File: config.mk
export PLATFORM = sky130hd
export DESIGN_NAME = brdg_axi_slave_cmd_arb_fifo
export DESIGN_NICKNAME = d
export VERILOG_FILES = /design/src/rtl/brdg_axi_slave_cmd_arb_fifo.sv
export SDC_FILE = /design/constraint.sdc
export NUM_CORES = 2
export LEC_CHECK = 0
export ABC_AREA = 1
export CORE_ASPECT_RATIO = 0.75
export CORE_MARGIN = 8
export CORE_UTILIZATION = 50
export CTS_BUF_LIST = sky130_fd_sc_hd__clkbuf_8
export CTS_CLUSTER_DIAMETER = 200
export DETAILED_ROUTE_END_ITERATION = 16
export DONT_BUFFER_PORTS = 1
export GPL_TIMING_DRIVEN = 1
export SETUP_SLACK_MARGIN = 0.5
export SYNTH_ARGS = -nofsm -noshare
export SYNTH_HDL_FRONTEND = slang
export SYNTH_SLANG_ARGS = --single-unit
File: constraint.sdc
create_clock -name clk -period 7.7 [get_ports clk]
set_input_delay 2.31 -clock clk [delete_from_list [all_inputs] [get_ports clk]]
set_output_delay 2.31 -clock clk [all_outputs]
set_load 0.05 [all_outputs]
File: src/rtl/brdg_axi_slave_cmd_arb_fifo.sv
// Multi-channel AXI command merger: one FWFT FIFO per input channel, drained by a
// round-robin arbiter that locks onto the presented command until it is accepted.
module brdg_axi_slave_cmd_arb_fifo #(
    parameter int IDW        = 5,
    parameter int CTXW       = 9,
    parameter int N_CH       = 2,
    parameter int ADDR_WIDTH = 4,
    parameter int AF_MARGIN  = 2,
    localparam int W         = IDW + 64 + 8 + 3 + 2 + CTXW,
    localparam int CHW       = (N_CH > 1) ? $clog2(N_CH) : 1
) (
    input  logic                           clk,
    input  logic                           rst_n,
    input  logic [N_CH-1:0]                s_valid,
    output logic [N_CH-1:0]                s_ready,
    input  logic [N_CH*IDW-1:0]            s_id,
    input  logic [N_CH*64-1:0]             s_addr,
    input  logic [N_CH*8-1:0]              s_len,
    input  logic [N_CH*3-1:0]              s_size,
    input  logic [N_CH*2-1:0]              s_burst,
    input  logic [N_CH*CTXW-1:0]           s_user,
    output logic                           m_valid,
    input  logic                           m_ready,
    output logic [CHW-1:0]                 m_ch,
    output logic [IDW-1:0]                 m_id,
    output logic [63:0]                    m_addr,
    output logic [7:0]                     m_len,
    output logic [2:0]                     m_size,
    output logic [1:0]                     m_burst,
    output logic [CTXW-1:0]                m_user,
    output logic [N_CH*(ADDR_WIDTH+1)-1:0] ch_count
);

    localparam int DEPTH = 1 << ADDR_WIDTH;
    localparam logic [ADDR_WIDTH:0] THRESH = (ADDR_WIDTH+1)'(DEPTH - AF_MARGIN);

    typedef enum logic {IDLE, LOCKED} state_t;

    state_t                state;
    state_t                state_nxt;
    logic [W-1:0]          mem    [N_CH][DEPTH];
    logic [W-1:0]          in_word[N_CH];
    logic [ADDR_WIDTH-1:0] wr_ptr [N_CH];
    logic [ADDR_WIDTH-1:0] rd_ptr [N_CH];
    logic [ADDR_WIDTH:0]   count  [N_CH];
    logic [N_CH-1:0]       nonempty;
    logic [N_CH-1:0]       push;
    logic [N_CH-1:0]       pop_ch;
    logic [CHW-1:0]        rr_ptr;
    logic [CHW-1:0]        sel;
    logic [CHW-1:0]        lock_ch;
    logic [CHW-1:0]        cur_ch;
    logic [W-1:0]          head;
    logic                  found;
    logic                  pop;

    // Ready is derived only from registered occupancy, never from s_valid.
    always_comb begin
        s_ready  = '0;
        nonempty = '0;
        push     = '0;
        pop_ch   = '0;
        ch_count = '0;
        for (int c = 0; c < N_CH; c++) begin
            in_word[c]  = {s_id[c*IDW +: IDW], s_addr[c*64 +: 64], s_len[c*8 +: 8],
                           s_size[c*3 +: 3], s_burst[c*2 +: 2], s_user[c*CTXW +: CTXW]};
            nonempty[c] = (count[c] != '0);
            s_ready[c]  = (count[c] < THRESH);
            push[c]     = s_valid[c] & s_ready[c];
            pop_ch[c]   = pop && (cur_ch == CHW'(c));
            ch_count[c*(ADDR_WIDTH+1) +: (ADDR_WIDTH+1)] = count[c];
        end
    end

    // First nonempty channel at or after rr_ptr, wrapping modulo N_CH.
    always_comb begin
        sel   = '0;
        found = 1'b0;
        for (int i = 0; i < N_CH; i++) begin
            if (!found && nonempty[(int'(rr_ptr) + i) % N_CH]) begin
                sel   = CHW'((int'(rr_ptr) + i) % N_CH);
                found = 1'b1;
            end
        end
    end

    assign cur_ch  = (state == LOCKED) ? lock_ch : sel;
    assign m_ch    = cur_ch;
    assign m_valid = |nonempty;
    assign pop     = m_valid & m_ready;
    assign head    = mem[cur_ch][rd_ptr[cur_ch]];
    assign {m_id, m_addr, m_len, m_size, m_burst, m_user} = head;

    always_comb begin
        state_nxt = state;
        case (state)
            IDLE:    if (m_valid && !m_ready) state_nxt = LOCKED;
            LOCKED:  if (pop) state_nxt = IDLE;
            default: state_nxt = IDLE;
        endcase
    end

    // lock_ch tracks sel while idle so it holds the presented channel once locked.
    always_ff @(posedge clk) begin
        if (!rst_n) begin
            state   <= IDLE;
            rr_ptr  <= '0;
            lock_ch <= '0;
        end else begin
            state <= state_nxt;
            if (state == IDLE) lock_ch <= sel;
            if (pop) rr_ptr <= CHW'((int'(cur_ch) + 1) % N_CH);
        end
    end

    always_ff @(posedge clk) begin
        if (!rst_n) begin
            for (int c = 0; c < N_CH; c++) begin
                wr_ptr[c] <= '0;
                rd_ptr[c] <= '0;
                count[c]  <= '0;
            end
        end else begin
            for (int c = 0; c < N_CH; c++) begin
                if (push[c])   wr_ptr[c] <= wr_ptr[c] + ADDR_WIDTH'(1);
                if (pop_ch[c]) rd_ptr[c] <= rd_ptr[c] + ADDR_WIDTH'(1);
                if (push[c] && !pop_ch[c])      count[c] <= count[c] + (ADDR_WIDTH+1)'(1);
                else if (!push[c] && pop_ch[c]) count[c] <= count[c] - (ADDR_WIDTH+1)'(1);
            end
        end
    end

    // Storage is intentionally not reset; only pointers and counts define validity.
    always_ff @(posedge clk) begin
        for (int c = 0; c < N_CH; c++) begin
            if (push[c]) mem[c][wr_ptr[c]] <= in_word[c];
        end
    end

endmodule

# [Word-level counts from Yosys, hierarchy flattened]
# Memory sizes are Yosys's and may differ from the RTL's.
# Cells that the tools add are included.
# Widths: inputs -> output; s select.
[classes] order_cmp=9 n_addsub=10 muxes=56 reduce_logical=19 bitwise_logic=17
[op_table] op="$mux 1456" count=2
[op_table] op="$demux 91 s4" count=2
[op_table] op="$bmux 91 s4" count=1
[op_table] op="$mux 91" count=4
[op_table] op="$mux 1" count=38
[op_table] op="$mux 5" count=4
[op_table] op="$add 4x1->4 const B" count=4
[op_table] op="$mux 4" count=4
[op_table] op="$ge 5x5->1 const B" count=3
[op_table] op="$not 4->5" count=3
[op_table] op="$add 5x1->5 const B" count=2
[op_table] op="$logic_and 1x1->1" count=10
[op_table] op="$lt 5x1->1 const B" count=2
[op_table] op="$lt 5x4->1 const B" count=2
[op_table] op="$reduce_bool 5->1" count=2
[op_table] op="$sub 5x1->5 const B" count=2
[op_table] op="$or 1x1->1" count=8
[op_table] op="$logic_not 1->1" count=6
[op_table] op="$and 1x1->1" count=3
[op_table] op="$lt 2x3->1 const B" count=1
[op_table] op="$add 1x1->1 const B" count=2
[op_table] op="$lt 1x2->1 const B" count=1
[op_table] op="$not 1->1" count=2
[op_table] op="$pmux 1 s2" count=1
[op_table] op="other kinds (2)" count=2
[word_totals] word_cells=118 output_inout_bits=105 in_bits=187 ff_bits=3 memories=4 mem_bits_rw=2938
[mem_list] name="mem" depth=2 width=1456 read_ports=1 rd_ports_with_merged_regs=0 write_ports=2 line="41" text="logic [W-1:0] mem [N_CH][DEPTH];"
[mem_list] name="count" depth=2 width=5 read_ports=2 rd_ports_with_merged_regs=0 write_ports=2 line="45" text="logic [ADDR_WIDTH:0] count [N_CH];"
[mem_list] name="rd_ptr" depth=2 width=4 read_ports=3 rd_ports_with_merged_regs=0 write_ports=2 line="44" text="logic [ADDR_WIDTH-1:0] rd_ptr [N_CH];"
[mem_list] name="wr_ptr" depth=2 width=4 read_ports=2 rd_ports_with_merged_regs=0 write_ports=2 line="43" text="logic [ADDR_WIDTH-1:0] wr_ptr [N_CH];"

# [Longest topological paths before layout]
[depth] word_depth=17 mapped_depth=18 mapped_depth_nobuf=18

# [Worst setup path before layout]
# No wires, ideal clock.
[synth_path] path_kind="input to register" start="input s_valid[0]" end="memory mem[0][0] (netlist name) (enable)" t_arrival_ns=6.487 path_slack_ns=0.672 path_buffers=0 stages=4 required_time_ns=7.159 setup_time_ns=0.541 cell_sequence="nand2_1 > inv_1 > nand2_1 > nor2_1"
[synth_lines] element="start, declared" line="14" text="input logic [N_CH-1:0] s_valid,"
[synth_lines] element="end, declared" line="41"

==> metrics.log <==
[metrics] post-synthesis net count: 11200
[metrics] Clock Power Share: 26.7%
[metrics] Max Freq: 140.8 MHz
[metrics] max-slew violation count: 0
[metrics] average wire per cell in the routed design: about 28 um
[metrics] Max VDD drop: 269.0 uV
[metrics] post-synthesis cell count: ~11000
[metrics] placement row count: 157
[metrics] arrival time at the worst endpoint: 4.79 ns
[metrics] register area: 88280 um^2
[metrics] Hold Path Sink: rr_ptr
[metrics] Internal Power: 28.53 mW
[metrics] Synth Warn #: 0
[metrics] remaining global-route overflow: 0
[metrics] final-layout fill cell count: just over 20000
[metrics] area of the multi-input gates: 31240 um^2
[metrics] detailed-route vias per instance: between 5 and 6
[metrics] portion of the post-synthesis area used by sequential elements: 72.07%
[metrics] CTS Buf Count: 455
[metrics] switching power share of the total: 36.24%
[metrics] fraction of layout cells with a size suffix above 1: 8.395%
[metrics] max-cap check violation count: 0
[metrics] die boundary height: 444.6 um
[metrics] run status: complete, no violations
[metrics] Pwr Density: 325.3 nW/um^2
[metrics] headroom to the max-slew limit: 15.89%
[metrics] initial core utilization: 50.25%
[metrics] total of flip-flops plus latches after synthesis: 2941
[metrics] clock tree from TritonCTS: yes
[metrics] overall global routing resource usage: slightly above 30%
[metrics] final WL: just over 400 mm
[metrics] total count of hold-check failures in the final report: 0
[metrics] Finish-stage setup viols: 0
[metrics] proportion of register bits with asynchronous set or reset after synthesis: 0%
[metrics] cell area after synthesis: 122500 um^2
[metrics] I/O Buffers: 0
[metrics] Post-Route Setup TNS: 0 ns
[metrics] DIE AREA: roughly 260000 um^2
[metrics] number of enable-type register cells in the synthesized netlist: around 2900
[metrics] worst hold path depth: 2
[metrics] maximum clock insertion buffer count: 4
[metrics] launch point of the worst reg-to-reg path: count[1][0]
[metrics] Vias: between 80000 and 90000
[metrics] average cell area after synthesis: ~11 um^2
[metrics] number of different library cells in the post-synthesis netlist: 31
[metrics] Synth area leaders: sky130_fd_sc_hd__edfxtp_1, sky130_fd_sc_hd__nand2_1, sky130_fd_sc_hd__nand3_1
[metrics] antenna violations before repair: 14
[metrics] Final Util: between 50% and 60%
[metrics] net count reported at finish: 11260
[metrics] dominant register cell in the synthesized netlist: sky130_fd_sc_hd__edfxtp_1
[metrics] DRT iter0 DRCs: about 12000
[metrics] worst-path fanout max: 79
[metrics] Post-Place Cells: 13770
[metrics] dpl hpwl: around 180 mm
[metrics] share of the synthesized area in the top cell type: 72.03%
[metrics] part of the power in combinational logic: 32.4%
[metrics] non-filler cells in the finished layout: 14670
[metrics] number of DRC violations after detailed routing: 0
[metrics] H-tree lvl count: 5
[metrics] Skew-Pair Late Insertion Delay: 1.04 ns
[metrics] vias in the first global route: 82790
[metrics] Chip Width: 587.5 um
[metrics] leakage power total: between 50 and 60 nW
[metrics] critical path class: reg2out
[metrics] Min Clock Period, post-route: roughly 7 ns
[metrics] sequential share of power: 40.9%
[metrics] Critical Path End Type: output pin
[metrics] data required time of the worst path: 5.39 ns
[metrics] switching power total: about 16 mW
[metrics] most area-hungry cell type in the Yosys netlist: sky130_fd_sc_hd__edfxtp_1
[metrics] transition at the pin with the smallest max-transition slack: 1.262 ns
[metrics] growth of design area from synthesis to finish: 12.32%
[metrics] I/O pin count: between 200 and 300
[metrics] maximum number of pins on one net before global-route repair: 176
[metrics] Worst Reg-to-Reg Cells: 18
[metrics] antenna-violating nets left: 0
[metrics] root cell of the clock tree: sky130_fd_sc_hd__clkbuf_8
[metrics] min-delay src: rr_ptr
[metrics] Worst Skew: 0.04907 ns
[metrics] Floorplan Core Area: 243800 um^2
[metrics] Worst Hold Class: reg2reg
[metrics] post-CTS clock slew at the launch and capture registers of the worst setup and hold paths: 0.07 ns
[metrics] critical path launch point type: flip-flop
[metrics] Pre-Repair DR Iteration Count: 6
[metrics] register-to-register setup slack: 3.37 ns
[metrics] Sink Count: ~2900
[metrics] global-route wire length before repair: 586.2 mm
[metrics] weighted congestion reported at the end of routability-driven placement: just under 0.8
[metrics] critical register-to-register path endpoint: count[0][4]
[metrics] period utilization: 92.21%
[metrics] RSZ-0062 raised after global routing: true
[power by group through the flow]
stage | clock network [mW] | logic, mW | registers, mW
after floorplan | 0 | 8.26 | 18.6
after global placement | 0 | 13.3 | 18.6
after detailed placement | 0 | 13.3 | 18.6
after CTS | 12.1 | 14.3 | 18.3
after global routing | 12.7 | 15.5 | 18.3
final | 12.0 | 14.5 | 18.3
[layout make-up]
cell class,count,area share [%]
clock inverter,343,1.188
timing repair inverter,4,0.02546
inverter,47,0.1828
tap,3259,2.964
clock buffer,461,4.612
antenna,10,0.01819
timing repair buffer,333,4.131
multi-input combinational,7270,22.71
sequential,2941,64.17
[registers in the layout, summed over array words and instances (netlist names), named ones only]
signal   flops
count       10
wr_ptr       8
lock_ch      1
rd_ptr       8
mem       2912
rr_ptr       1
[layer usage]
metal	track usage [%]	share of wire (%)
met4	9.258	3.1
met5	0	0.0032
met2	47.22	45
met1	42.80	40
met3	6.370	12
[worst max-delay path, cell delays in order (launching register included)]
cell	delay, ns
sky130_fd_sc_hd__edfxtp_1	0.74
sky130_fd_sc_hd__inv_2	0.10
sky130_fd_sc_hd__ha_1	0.22
sky130_fd_sc_hd__inv_1	0.07
sky130_fd_sc_hd__nor2_2	0.05
sky130_fd_sc_hd__a21oi_4	0.25
sky130_fd_sc_hd__nand2_8	0.16
sky130_fd_sc_hd__buf_12	0.18
sky130_fd_sc_hd__nand2_8	0.17
sky130_fd_sc_hd__nand2_8	0.13
sky130_fd_sc_hd__nand2_8	0.21
sky130_fd_sc_hd__buf_12	0.37
sky130_fd_sc_hd__nand3_1	0.14
sky130_fd_sc_hd__nand3_1	0.15
sky130_fd_sc_hd__nand3_1	0.09
sky130_fd_sc_hd__nand3_1	0.13
sky130_fd_sc_hd__nand2_1	0.20
sky130_fd_sc_hd__buf_12	0.22
[cell families (layout without fill, tap and decap cells)]
logic type                 after synthesis  after routing  share of synthesized area [%]
and+or+nand+nor                       7203           7212                          24.63
DFF                                   2941           2941                          72.07
buffers and inverters                  792           1188                          2.882
AOI/OAI and AO/OA                       25             25                         0.1144
adders and majority gates               17             17                         0.1798
xor gates and xnor gates                15             15                         0.1073
muxes                                    1              1                       0.008172
other                                    0             10                              0
[timing repair]
action,CTS,global route
setup endpoints to repair,91,89
pin swaps,7,2
gates cloned,36,5
setup buffers,38,7
resized for setup,85,29
hold buffers,0,0
[synth_stat cells (2+ instances only)]
cell                       number
sky130_fd_sc_hd__nand3b_1       4
sky130_fd_sc_hd__xor2_1         9
sky130_fd_sc_hd__nand2_4        2
sky130_fd_sc_hd__o21ai_1        4
sky130_fd_sc_hd__a21oi_1        6
sky130_fd_sc_hd__inv_1         43
sky130_fd_sc_hd__buf_2        397
sky130_fd_sc_hd__ha_1          16
sky130_fd_sc_hd__or2_2          5
sky130_fd_sc_hd__nor2_1        60
sky130_fd_sc_hd__o22ai_1        2
sky130_fd_sc_hd__buf_4         16
sky130_fd_sc_hd__dfxtp_1        3
sky130_fd_sc_hd__inv_2          4
sky130_fd_sc_hd__buf_1         38
sky130_fd_sc_hd__xnor2_1        6
sky130_fd_sc_hd__clkbuf_1     294
sky130_fd_sc_hd__edfxtp_1    2938
sky130_fd_sc_hd__o21ai_0        9
sky130_fd_sc_hd__nand2_1     4661
sky130_fd_sc_hd__nand3_1     2467
[cell usage in the layout (no fill, tap or decap), drive strengths merged]
cell type	n
a21oi	7
a31oi	1
buf	311
bufbuf	18
bufinv	8
clkbuf	465
clkinv	160
clkinvlp	10
dfxtp	3
diode	10
edfxtp	2938
fa	1
ha	16
inv	216
mux2i	1
nand2	4673
nand3	2467
nand3b	4
nand4	1
nor2	61
nor3	1
o211a	1
o211ai	1
o21ai	13
o22ai	2
or2	5
xnor2	6
xor2	9
[stage by stage]
step | setup WS [ns] | instance area (um^2) | total power, mW | hold WS, ns
after detailed placement | 0.9602 | 127600 | 31.91 | 0.4527
after floorplan | 0.6720 | 122500 | 26.90 | 0.4318
after global routing | 0.4623 | 137600 | 46.55 | 0.4958
final | 0.6002 | 137600 | 44.75 | 0.4896
after CTS | 0.4935 | 137300 | 44.64 | 0.4612
after global placement | 0.9387 | 127600 | 31.86 | 0.4432
[worst max path at each step]
stage	startpoint	end	slack [ns]	cells after the start
finish	count[1][0]	m_len[6]	0.60	17
global route	count[1][0]	m_len[6]	0.46	17
CTS	count[0][1]	m_addr[25]	0.49	15
detailed placement	count[1][0]	m_addr[3]	0.96	14
global placement	count[1][0]	m_addr[3]	0.94	14
floorplan	s_valid[0]	mem[0][0]	0.67	4
Note: power is estimated with default switching activity, not from simulation.
